===== src/rtl/alarm_unit.sv =====
// alarm_unit: user-set BCD alarm (HH:MM), match detector, ring/snooze FSM and gated 500 Hz tone.
// Build option: define SNOOZE_LIMIT_EN to allow at most MAX_SNOOZE snoozes per alarm event.
module alarm_unit #(
  parameter int unsigned RING_SECS  = 60,
  parameter int unsigned SNOOZE_MIN = 5,
  parameter int unsigned BEEP_MS    = 500,
  parameter logic [7:0]  RESET_H    = 8'h07,
  parameter logic [7:0]  RESET_M    = 8'h00
`ifdef SNOOZE_LIMIT_EN
  ,
  parameter int unsigned MAX_SNOOZE = 3
`endif
) (
  input  logic       CP,
  input  logic       CR,
  input  logic       TICK,
  input  logic [7:0] Q_H,
  input  logic [7:0] Q_M,
  input  logic [7:0] Q_S,
  input  logic       AL_EN,
  input  logic       AL_SET,
  input  logic       AH_UP,
  input  logic       AM_UP,
  input  logic       STOP,
  input  logic       SNOOZE,
  output logic [7:0] A_H,
  output logic [7:0] A_M,
  output logic       RINGING,
  output logic       SNOOZED,
  output logic       AUDIO
);

  typedef enum logic [1:0] {S_IDLE, S_RING, S_SNOOZE} state_t;

  localparam logic [7:0]  RING_LIM    = 8'(RING_SECS);
  localparam logic [11:0] SNOOZE_LOAD = 12'(SNOOZE_MIN * 60);
  localparam logic [9:0]  BEEP_LIM    = 10'(BEEP_MS);

  state_t      state;
  state_t      state_nx;
  logic [7:0]  ring_cnt;
  logic [7:0]  ring_cnt_nx;
  logic [11:0] snooze_cnt;
  logic [11:0] snooze_cnt_nx;
  logic [9:0]  beep_cnt;
  logic        tone_en;
  logic        match;
  logic        snooze_ok;

  // BCD increment with wrap at 'top' (8'h23 for hours, 8'h59 for minutes).
  function automatic logic [7:0] bcd_inc(input logic [7:0] v, input logic [7:0] top);
    logic [7:0] r;
    if (v == top)
      r = 8'h00;
    else if (v[3:0] == 4'd9)
      r = {v[7:4] + 4'd1, 4'd0};
    else
      r = {v[7:4], v[3:0] + 4'd1};
    return r;
  endfunction

  // ---------------------------------------------------------------------------
  // Alarm time register
  // ---------------------------------------------------------------------------
  // NOTE: sequential state uses non-blocking (<=) so every flop samples pre-edge values.
  always_ff @(posedge CP) begin
    if (!CR) begin
      A_H <= RESET_H;
      A_M <= RESET_M;
    end else if (AL_SET) begin
      if (AH_UP) A_H <= bcd_inc(A_H, 8'h23);
      if (AM_UP) A_M <= bcd_inc(A_M, 8'h59);
    end
  end

  assign match = TICK & AL_EN & ~AL_SET &
                 (Q_H == A_H) & (Q_M == A_M) & (Q_S == 8'h00);

  // ---------------------------------------------------------------------------
  // Snooze limiter
  // ---------------------------------------------------------------------------
`ifdef SNOOZE_LIMIT_EN
  localparam logic [7:0] SNOOZE_CAP = 8'(MAX_SNOOZE);

  logic [7:0] snooze_used;

  always_ff @(posedge CP) begin
    if (!CR)
      snooze_used <= '0;
    else if (state == S_IDLE && state_nx == S_RING)
      snooze_used <= '0;
    else if (state == S_RING && state_nx == S_SNOOZE)
      snooze_used <= snooze_used + 8'd1;
  end

  assign snooze_ok = (snooze_used < SNOOZE_CAP);
`else
  assign snooze_ok = 1'b1;
`endif

  // ---------------------------------------------------------------------------
  // Ring / snooze FSM
  // ---------------------------------------------------------------------------
  // NOTE: every always_comb output gets a default first, so no path can infer a latch.
  always_comb begin
    state_nx      = state;
    ring_cnt_nx   = ring_cnt;
    snooze_cnt_nx = snooze_cnt;

    if (!AL_EN || AL_SET) begin
      state_nx = S_IDLE;
    end else begin
      case (state)
        S_IDLE: begin
          if (match) begin
            state_nx      = S_RING;
            ring_cnt_nx   = '0;
            snooze_cnt_nx = '0;
          end
        end
        S_RING: begin
          if (STOP) begin
            state_nx = S_IDLE;
          end else if (SNOOZE && snooze_ok) begin
            state_nx      = S_SNOOZE;
            snooze_cnt_nx = SNOOZE_LOAD;
          end else if (TICK) begin
            ring_cnt_nx = ring_cnt + 8'd1;
            if (ring_cnt_nx == RING_LIM) state_nx = S_IDLE;
          end
        end
        S_SNOOZE: begin
          if (STOP) begin
            state_nx = S_IDLE;
          end else if (TICK) begin
            snooze_cnt_nx = snooze_cnt - 12'd1;
            if (snooze_cnt_nx == 12'd0) begin
              state_nx    = S_RING;
              ring_cnt_nx = '0;
            end
          end
        end
        default: state_nx = S_IDLE;
      endcase
    end
  end

  always_ff @(posedge CP) begin
    if (!CR) begin
      state      <= S_IDLE;
      ring_cnt   <= '0;
      snooze_cnt <= '0;
    end else begin
      state      <= state_nx;
      ring_cnt   <= ring_cnt_nx;
      snooze_cnt <= snooze_cnt_nx;
    end
  end

  assign RINGING = (state == S_RING);
  assign SNOOZED = (state == S_SNOOZE);

  // ---------------------------------------------------------------------------
  // Tone generation
  // ---------------------------------------------------------------------------
  // beep_cnt measures CP cycles since the last second boundary.
  always_ff @(posedge CP) begin
    if (!CR || TICK)
      beep_cnt <= '0;
    else if (beep_cnt != BEEP_LIM)
      beep_cnt <= beep_cnt + 10'd1;
  end

  // The tone only starts on the first second boundary seen while already ringing.
  always_ff @(posedge CP) begin
    if (!CR)
      tone_en <= 1'b0;
    else
      tone_en <= (state == S_RING) && (state_nx == S_RING) && (tone_en || TICK);
  end

  // Looking at state_nx silences the output on the very edge that leaves RING.
  always_ff @(posedge CP) begin
    if (!CR)
      AUDIO <= 1'b0;
    else if (state_nx == S_RING && tone_en && beep_cnt < BEEP_LIM)
      AUDIO <= ~AUDIO;
    else
      AUDIO <= 1'b0;
  end

endmodule


===== config.mk =====
export PLATFORM = sky130hd
export DESIGN_NAME = alarm_unit
export DESIGN_NICKNAME = d
export VERILOG_FILES = /design/src/rtl/alarm_unit.sv
export SDC_FILE = /design/constraint.sdc
export NUM_CORES = 1
export LEC_CHECK = 0
export CORE_AREA = 2 2 116 118
export DETAILED_ROUTE_END_ITERATION = 16
export DIE_AREA = 0 0 118 120
export DONT_BUFFER_PORTS = 1
export GPL_ROUTABILITY_DRIVEN = 1
export GPL_TIMING_DRIVEN = 0
export PLACE_DENSITY = 0.4
export SLEW_MARGIN = 20
export SYNTH_ARGS = -nofsm -noshare
export SYNTH_HDL_FRONTEND = slang
export SYNTH_SLANG_ARGS = --single-unit

===== constraint.sdc =====
create_clock -name CP -period 4.17 [get_ports CP]
set_clock_uncertainty 0.1 [all_clocks]
set_input_delay 0.6255 -clock CP [delete_from_list [all_inputs] [get_ports CP]]
set_output_delay 0.6255 -clock CP [all_outputs]
set_load 0.05 [all_outputs]

# Word-level counts from Yosys, hierarchy flattened
# Index checks and enable logic that the tools add are counted.
# word_totals
register_bits	50
inputBits	33
out_inout_bits	19
wordCells	95
# classes
add_sub_neg	7
n_lt_le_gt_ge	1
eq_ne	19
mux	28
n_bitwise	8
reduce_logical	22
# ops
op	count
two-way mux 8 bit	11
two-way mux 12 bit	5
one-hot mux 12 bit (3 select lines)	1
one-hot mux 8 bit (3 select lines)	1
two-way mux 2 bit	9
adder 4 x 1 -> 4 bit, second input constant	4
equality test 8 x 6 -> 1 bit, second input constant	2
equality test 8 bit	2
!= test 2 bit, second input constant	7
logical NOT 12 bit	1
subtractor 12 x 1 -> 12 bit, second input constant	1
adder 10 x 1 -> 10 bit, second input constant	1
< comparator 10 x 9 -> 1 bit, second input constant	1
!= test 10 x 9 -> 1 bit, second input constant	1
AND reduction 9 bit	1
adder 8 x 1 -> 8 bit, second input constant	1
equality test 4 bit, second input constant	2
equality test 8 x 7 -> 1 bit, second input constant	1
logical NOT 8 bit	1
AND reduction 7 bit	1
one-hot mux 2 bit (3 select lines)	1
AND reduction 2 bit	3
AND reduction 3 bit	2
bitwise AND 1 bit	5
other kinds (10)	20

# Logic depth before layout (Yosys ltp)
# Gate-level depths: netlist of run 1.
# depth
word_depth	12
mapped_depth	8
depth_no_buf	8

# Worst setup path before layout of run 1
# OpenSTA, ideal clock, no wires.
# synth_path
kind	register to register
startpoint	register snooze_cnt[0]
endpoint	register ring_cnt[0]
setup_ns	0.070
arrival_time_ns	2.619
t_required_ns	4.000
slack_ns	1.380
stages_incl_launch_ff	9
n_path_buf	0
synth_period_minus_slack_ns	2.790
path_cell_list	dfxtp_1 -> inv_1 -> ha_1 -> or4b_4 -> or3_4 -> xnor2_1 -> o31a_1 -> or4_1 -> a21oi_1
# synth_between
elab_chain_len	4
# synth_lines
element	line	rtl
start, declared	43	logic [11:0] snooze_cnt;
start signal, assigned	156	snooze_cnt <= snooze_cnt_nx;
subtractor 12 x 1 -> 12 bit	136	snooze_cnt_nx = snooze_cnt - 12'd1;
logical NOT 12 bit	137	if (snooze_cnt_nx == 12'd0) begin
!= test 2 x 1 -> 1 bit (no source line)	n/a	
AND reduction 9 bit (no source line)	n/a	
end signal, assigned	155	ring_cnt <= ring_cnt_nx;
end, declared	41	logic [7:0] ring_cnt;
# No other way between the ends.
# A chain may end at the register's enable or synchronous reset.

# Worst setup path in the final report of run 1
# layout_path
startpoint	register snooze_cnt[0]
endpoint	register ring_cnt[5]
# The elaborated chain is that of the path after synthesis.

==> results of run 1 <==
==> logic make-up after synthesis <==
logic type	count (synthesis)
buffers and inverters	31
AO/OA/AOI/OAI	98
multiplexers	1
adder cells (fa/ha/maj)	17
AND/OR/NAND/NOR	154
XOR/XNOR	27
flip-flops	50
==> final cells by class <==
type / count / area share
Multi-Input combinational cell: 297 / 0.558
Sequential cell: 50 / 0.294
Tap cell: 176 / 0.0646
Clock buffer: 5 / 0.0367
Inverter: 19 / 0.0209
Buffer: 12 / 0.0132
Clock inverter: 3 / 0.0128
==> worst max-delay path, stage by stage (launching register included) <==
cell     delay (ns)
dfxtp_1        0.36
inv_1          0.10
ha_1           0.28
or4b_4         0.54
or3_4          0.42
xnor2_1        0.18
o31ai_1        0.38
nand3_1        0.32
o41ai_1        0.38
==> flip-flops by register name (all words and copies together), names as in the netlist <==
register	count
ring_cnt	8
A_H	8
tone_en	1
snooze_cnt	12
beep_cnt	10
A_M	8
AUDIO	1
state	2
==> worst paths after layout <==
check,from,depth (start not counted),end
worst max-delay path,snooze_cnt[0],8,ring_cnt[5]
worst min-delay path,snooze_cnt[10],2,snooze_cnt[10]
worst max register to register,snooze_cnt[0],8,ring_cnt[5]
worst min register to register,snooze_cnt[10],2,snooze_cnt[10]
==> per-layer routing <==
| metal | vias to the layer above | track usage | part of all wire |
|---|---|---|---|
| met1 | 1285 | 0.152 | 0.47 |
| met4 | 0 | 0.0361 | 0.012 |
| met5 | - | 0 | 0 |
| met3 | 5 | 0.0228 | 0.047 |
| li1 | 1400 | - | - |
| met2 | 82 | 0.205 | 0.47 |
==> report_power, final <==
group	total [mW]	switching [mW]	internal, mW	leakage, nW
registers	0.507	0.0251	0.482	0.404
logic	0.0475	0.0269	0.0206	0.651
clock network	0.479	0.194	0.285	0.0842
==> cell usage after synthesis, types with 5 or more instances <==
cell | number | area share
dfxtp_1 | 50 | 0.33
nor2_1 | 40 | 0.050
a21oi_1 | 36 | 0.060
o21ai_0 | 23 | 0.038
xnor2_1 | 22 | 0.064
nand2_1 | 20 | 0.025
nand3_1 | 19 | 0.031
inv_1 | 18 | 0.022
ha_1 | 17 | 0.070
nor3_1 | 14 | 0.023
clkbuf_1 | 11 | 0.014
and3_1 | 8 | 0.017
nand4_1 | 7 | 0.015
or4_1 | 7 | 0.017
o311ai_0 | 6 | 0.017
o31ai_1 | 6 | 0.015
or3_1 | 6 | 0.012
a31oi_1 | 5 | 0.010
nor4_1 | 5 | 0.010
xor2_1 | 5 | 0.015
==> through the flow <==
step	cell area (um2)	hold slack, ns
4_1_cts	3410	0.392
3_3_place_gp	3240	0.365
2_1_floorplan	3020	0.354
3_5_place_dp	3240	0.382
6_report	3410	0.384
5_1_grt	3410	0.415
==> results.txt, run 1 <==
Status - completed
Layout Utilization - 0.263
H-tree depth - 2
Fin crit period - 3.15 ns
Boundary Pins - 52
Die X-Extent - 118 um
Final Worst Setup Slack - 1.02 ns
CTS tree - done
DR iter-0 viols - 181
Synth Flop Type - dfxtp_1
Core Area - 0.0130 mm2
Post-synthesis mux area share - 0.00332
Syn-to-layout area delta - 12.9%
Max Cap Violations - 0
TNS Setup - 0 ns
Worst relative slew slack - 0.492
Reg clk slew, reported paths - 0.07 ns
Grt ovf - 0
Netlist cell types - 51
Pre-Repair DR Iteration Count - 4
Syn Area/Cell - 7.99 um2
Largest fanout on the critical path - 6
Mapped Cells - 378
First-pass GRT wire length - 13.6 mm
Synth Register Bits - 50
CP Class - reg -> reg
Largest net degree at the start of global routing - 17
Synth Area in Compound Gates - 0.204
Setup Viol. Count Final - 0
DR DRC count - 0
Vias per cell - 4.93
Starting Density - 0.233
Largest family of logic cells by synthesized area - simple AND/OR/NAND/NOR gates
Power Dens Cells - 303 mW/mm2
Adder-cell share of the synthesized area - 0.0705
# diodes - 0
Footprint of the multi-input gates - 0.00190 mm2
Max VDD drop - 0.000158 V
R2R setup slack - 1.02 ns
CTS buffer count - 5
Syn Nets - 428
Sequential element share of the synthesized area - 0.332
Die Span Y - 120 um
Crit path required time - 4.27 ns
Hpwl dp - 6.25 mm
Vias - 2772
Filler cell count in the final layout - 1460
Pwr Total - 1.03 mW
Post-CTS Setup Bufs - 0
WL per Instance - 14.8 um
Setup crit end kind - flop
Syn. warnings - 0
Static Leakage - 1.14 nW
Final estimated routing congestion in global placement - 0.789
Port Buffers - 0
Nets@finish - 435
Initial antenna violation count - 0
DP Cell Count - 554
Worst slew pin tran - 0.761 ns
Max Slew Vio Count - 0
Worst skew pair latency - 0.29 ns
Post-place setup slack - 1.06 ns
Commonest cells after routing, fill and taps aside - dfxtp_1, nor2_1, a21oi_1, o21ai_0, xnor2_1
Final period util - 0.756
Fmax - 0.317 GHz
EDFF count, synth - 0
GRT Resource Usage Total - 0.119
Hold buffers post-CTS - 0
Root buf cell - clkbuf_16
Hold/Removal Path Class - reg -> reg
Vias in the first global route - 2625
Non-filler cells, final - 562
Reg area - 0.00100 mm2
# resized after CTS - 0
CTS Buffer Depth - 2
Cell area after synthesis - 0.00302 mm2
Async set-reset flop share out of synthesis - 0
CTS Sinks - 50
Final Hold Fails - 0
Floorplan row count - 42
Arrival time worst endpoint - 3.25 ns
Drt total wl - 8.32 mm
Die ar. - 0.0142 mm2
Setup repair after global routing missed its margin - false
Xor and xnor fraction of the mapped netlist area - 0.0783
Layout cells sized above 1 - 0.0492
Synth Area in Simple Gates - 0.274
Commonest non-fill, non-tap cell in the layout - dfxtp_1
Setup crit start kind - flop
Post-DRT Antenna Nets - 0
Note: power is estimated with default switching activity, not from simulation.
==> inputs of run 2 (changes only) <==
Settings changed: PLACE_DENSITY 0.4 to 0.41.
Clock period 4.17 ns to 2.85 ns, I/O delays scaled along.
==> run 2 against run 1 <==
Effect of this change:
- global-route usage grew 0.16 points
- largest power group unchanged
- clock power is 26% higher
- via count increased by 2.6%
- fmax increased by 12%
- first-iteration DRC count shrank 1.1%
- worst setup slack lost 0.99 ns
- non-clock buffer count grew 9
- combinational power is 52% higher
- final cell count increased by 1.6%
- utilization rose by 1.3 points
- register-to-register slack worse by 0.99 ns
- total power grew 37%
==> results.txt, run 2 (synthesis results as in run 1) <==
Non-filler cells, final - 571 (+1.6%)
WL per Instance - 15.1 um (+2.3%)
First-pass GRT wire length - 13.9 mm (+2.3%)
Register bank with the most flops - snooze_cnt
Fmax - 0.354 GHz (+12%)
GRT Resource Usage Total - 0.121 (+0.00158)
Boundary Pins - 52 (unchanged)
CTS tree - done
WHS Path Cells - 2 (unchanged)
CP Class - reg -> reg
Post-place setup slack - -0.250 ns (-1.31 ns)
Post-DRT Antenna Nets - 0 (unchanged)
Floorplan row count - 42 (unchanged)
DP Area - 0.00324 mm2 (unchanged)
Sw frac - 0.251 (+0.0126)
Flop pwr share - 0.523 (+0.032)
CTS Sinks - 50 (unchanged)
Crit path required time - 2.94 ns (-1.33 ns)
Final Worst Setup Slack - 0.0284 ns (-0.987 ns)
Final Cell Area - 0.00358 mm2 (+5.1%)
Setup repair after global routing missed its margin - true
Setup crit start kind - flop
NetSw - 0.355 mW (+44%)
Syn-to-layout area delta - 18.7%
Die Span Y - 120 um (unchanged)
Vias in the first global route - 2764 (+5.3%)
Largest net degree at the start of global routing - 16 (-1)
CTS Buffer Depth - 2 (unchanged)
DR iter-0 viols - 179 (-1.1%)
Initial antenna violation count - 0 (unchanged)
Max reg flops - 12 (unchanged)
Root buf cell - clkbuf_16
Starting Density - 0.233 (unchanged)
Status - completed
Max Slew Vio Count - 0 (unchanged)
Critical Path Start - snooze_cnt[1]
Hpwl dp - 6.26 mm (about the same)
Fin crit period - 2.82 ns (-0.333 ns)
Grt ovf - 0 (unchanged)
Hold slack - 0.258 ns (-0.125 ns)
Hold/Removal Path Class - in -> reg
Internal - 1.06 mW (+35%)
Filler cell count in the final layout - 1434 (-1.8%)
Worst skew pair latency - 0.30 ns (about the same)
Worst relative slew slack - 0.583 (+0.0913)
R2R Path Start - snooze_cnt[1]
Worst slew pin tran - 0.625 ns (-0.136 ns)
Layout cells sized above 1 - 0.157 (+0.108)
Port Buffers - 0 (unchanged)
Die X-Extent - 118 um (unchanged)
CTS buffer count - 5 (unchanged)
Static Leakage - 1.20 nW (+5.3%)
Setup crit end kind - flop
DP Cell Count - 554 (unchanged)
Final Hold Fails - 0 (unchanged)
Vias - 2844 (+2.6%)
Registers with the most flip-flops - snooze_cnt (12), beep_cnt (10)
Max VDD drop - 0.000252 V (+59%)
Setup Viol. Count Final - 0 (unchanged)
Commonest non-fill, non-tap cell in the layout - nor2_1
Final estimated routing congestion in global placement - 0.755 (-4.4%)
Commonest cells after routing, fill and taps aside - nor2_1, a21oi_1, dfxtp_1, xnor2_1
Core Area - 0.0130 mm2 (unchanged)
DR DRC count - 0 (unchanged)
H-tree depth - 2 (unchanged)
Largest fanout on the critical path - 6 (unchanged)
R2r endpoint - state[1]
R2R cell count - 10 (+2)
Comb pwr share - 0.051 (+0.005)
Vias per cell - 4.98 (+0.98%)
Nets@finish - 444 (+2.1%)
# diodes - 0 (unchanged)
Power Dens Cells - 395 mW/mm2 (+30%)
Die ar. - 0.0142 mm2 (unchanged)
Final period util - 0.990 (+0.234)
Reg clk slew, reported paths - 0.07 ns (about the same)
Pre-Repair DR Iteration Count - 4 (unchanged)
Max Cap Violations - 0 (unchanged)
Drt total wl - 8.64 mm (+3.9%)
Worst Setup EP - state[1]
Hold buffers post-CTS - 0 (unchanged)
Clk network pwr share - 0.426 (-0.037)
Arrival time worst endpoint - 2.91 ns (-0.34 ns)
R2R setup slack - 0.03 ns (-0.99 ns)
[run 2: layer usage]
metal	GRT usage	up-vias	routed length [um]
li1	-	1415	-
met1	0.154	1352	4060
met2	0.206	71	4100
met3	0.0214	6	341
met4	0.0422	0	136
met5	0	-	0
[run 2: timing repair]
| item | in CTS | in global routing |
|---|---|---|
| pin swaps | 1 | 4 |
| setup buffers | 3 | 6 |
| resized for setup | 31 | 22 |
| setup endpoints to repair | 14 | 16 |
[run 2: cell type report]
type | count | area, um2 | area share
well taps | 176 | 220 | 0.0615
inverters | 19 | 76.3 | 0.0213
flip-flops and latches | 50 | 1040 | 0.289
clock buffers | 6 | 129 | 0.0360
multi-input cells | 297 | 1990 | 0.554
clock inverters | 2 | 13.8 | 0.00384
repair buffers | 9 | 75.1 | 0.0209
plain buffers | 12 | 46.3 | 0.0129
[run 2: worst min-delay path by stage]
stage	startpoint	endpoint
5_1_grt	TICK	tone_en
3_3_place_gp	beep_cnt[6]	beep_cnt[6]
4_1_cts	TICK	tone_en
3_5_place_dp	snooze_cnt[10]	snooze_cnt[10]
2_1_floorplan	beep_cnt[6]	beep_cnt[6]
6_report	TICK	tone_en
[run 2: power by group through the flow]
| stage | logic, mW | clock network [mW] | registers, mW |
|---|---|---|---|
| after CTS | 0.0718 | 0.618 | 0.744 |
| after floorplan | 0.0550 | 0 | 0.753 |
| final | 0.0722 | 0.603 | 0.741 |
| after global routing | 0.0828 | 0.643 | 0.742 |
| after detailed placement | 0.0712 | 0 | 0.759 |
| after global placement | 0.0706 | 0 | 0.759 |
[run 2: per-stage QoR]
stage | util | total power [mW] | setup TNS, ns
2_1_floorplan | - | 0.808 | 0
3_3_place_gp | 0.250 | 0.830 | -1.61
3_5_place_dp | 0.250 | 0.830 | -1.57
4_1_cts | 0.266 | 1.43 | 0
5_1_grt | 0.276 | 1.47 | -0.0771
6_report | 0.276 | 1.42 | 0
[run 2: worst max-delay path, cell delays in order (launching register included)]
cell and delay (ns):
dfxtp_4 0.36, inv_4 0.06, ha_4 0.13, or4b_4 0.48, buf_6 0.15, xnor2_1 0.11
o31a_1 0.33, o31a_1 0.36, buf_6 0.15, a211o_1 0.33, and2_1 0.16
==> inputs of run 3 (changes only) <==
Settings changed: CAP_MARGIN set to 20.
==> results of run 3 <==
No change in the layout: final DEF, timing and power equal those of run 2.
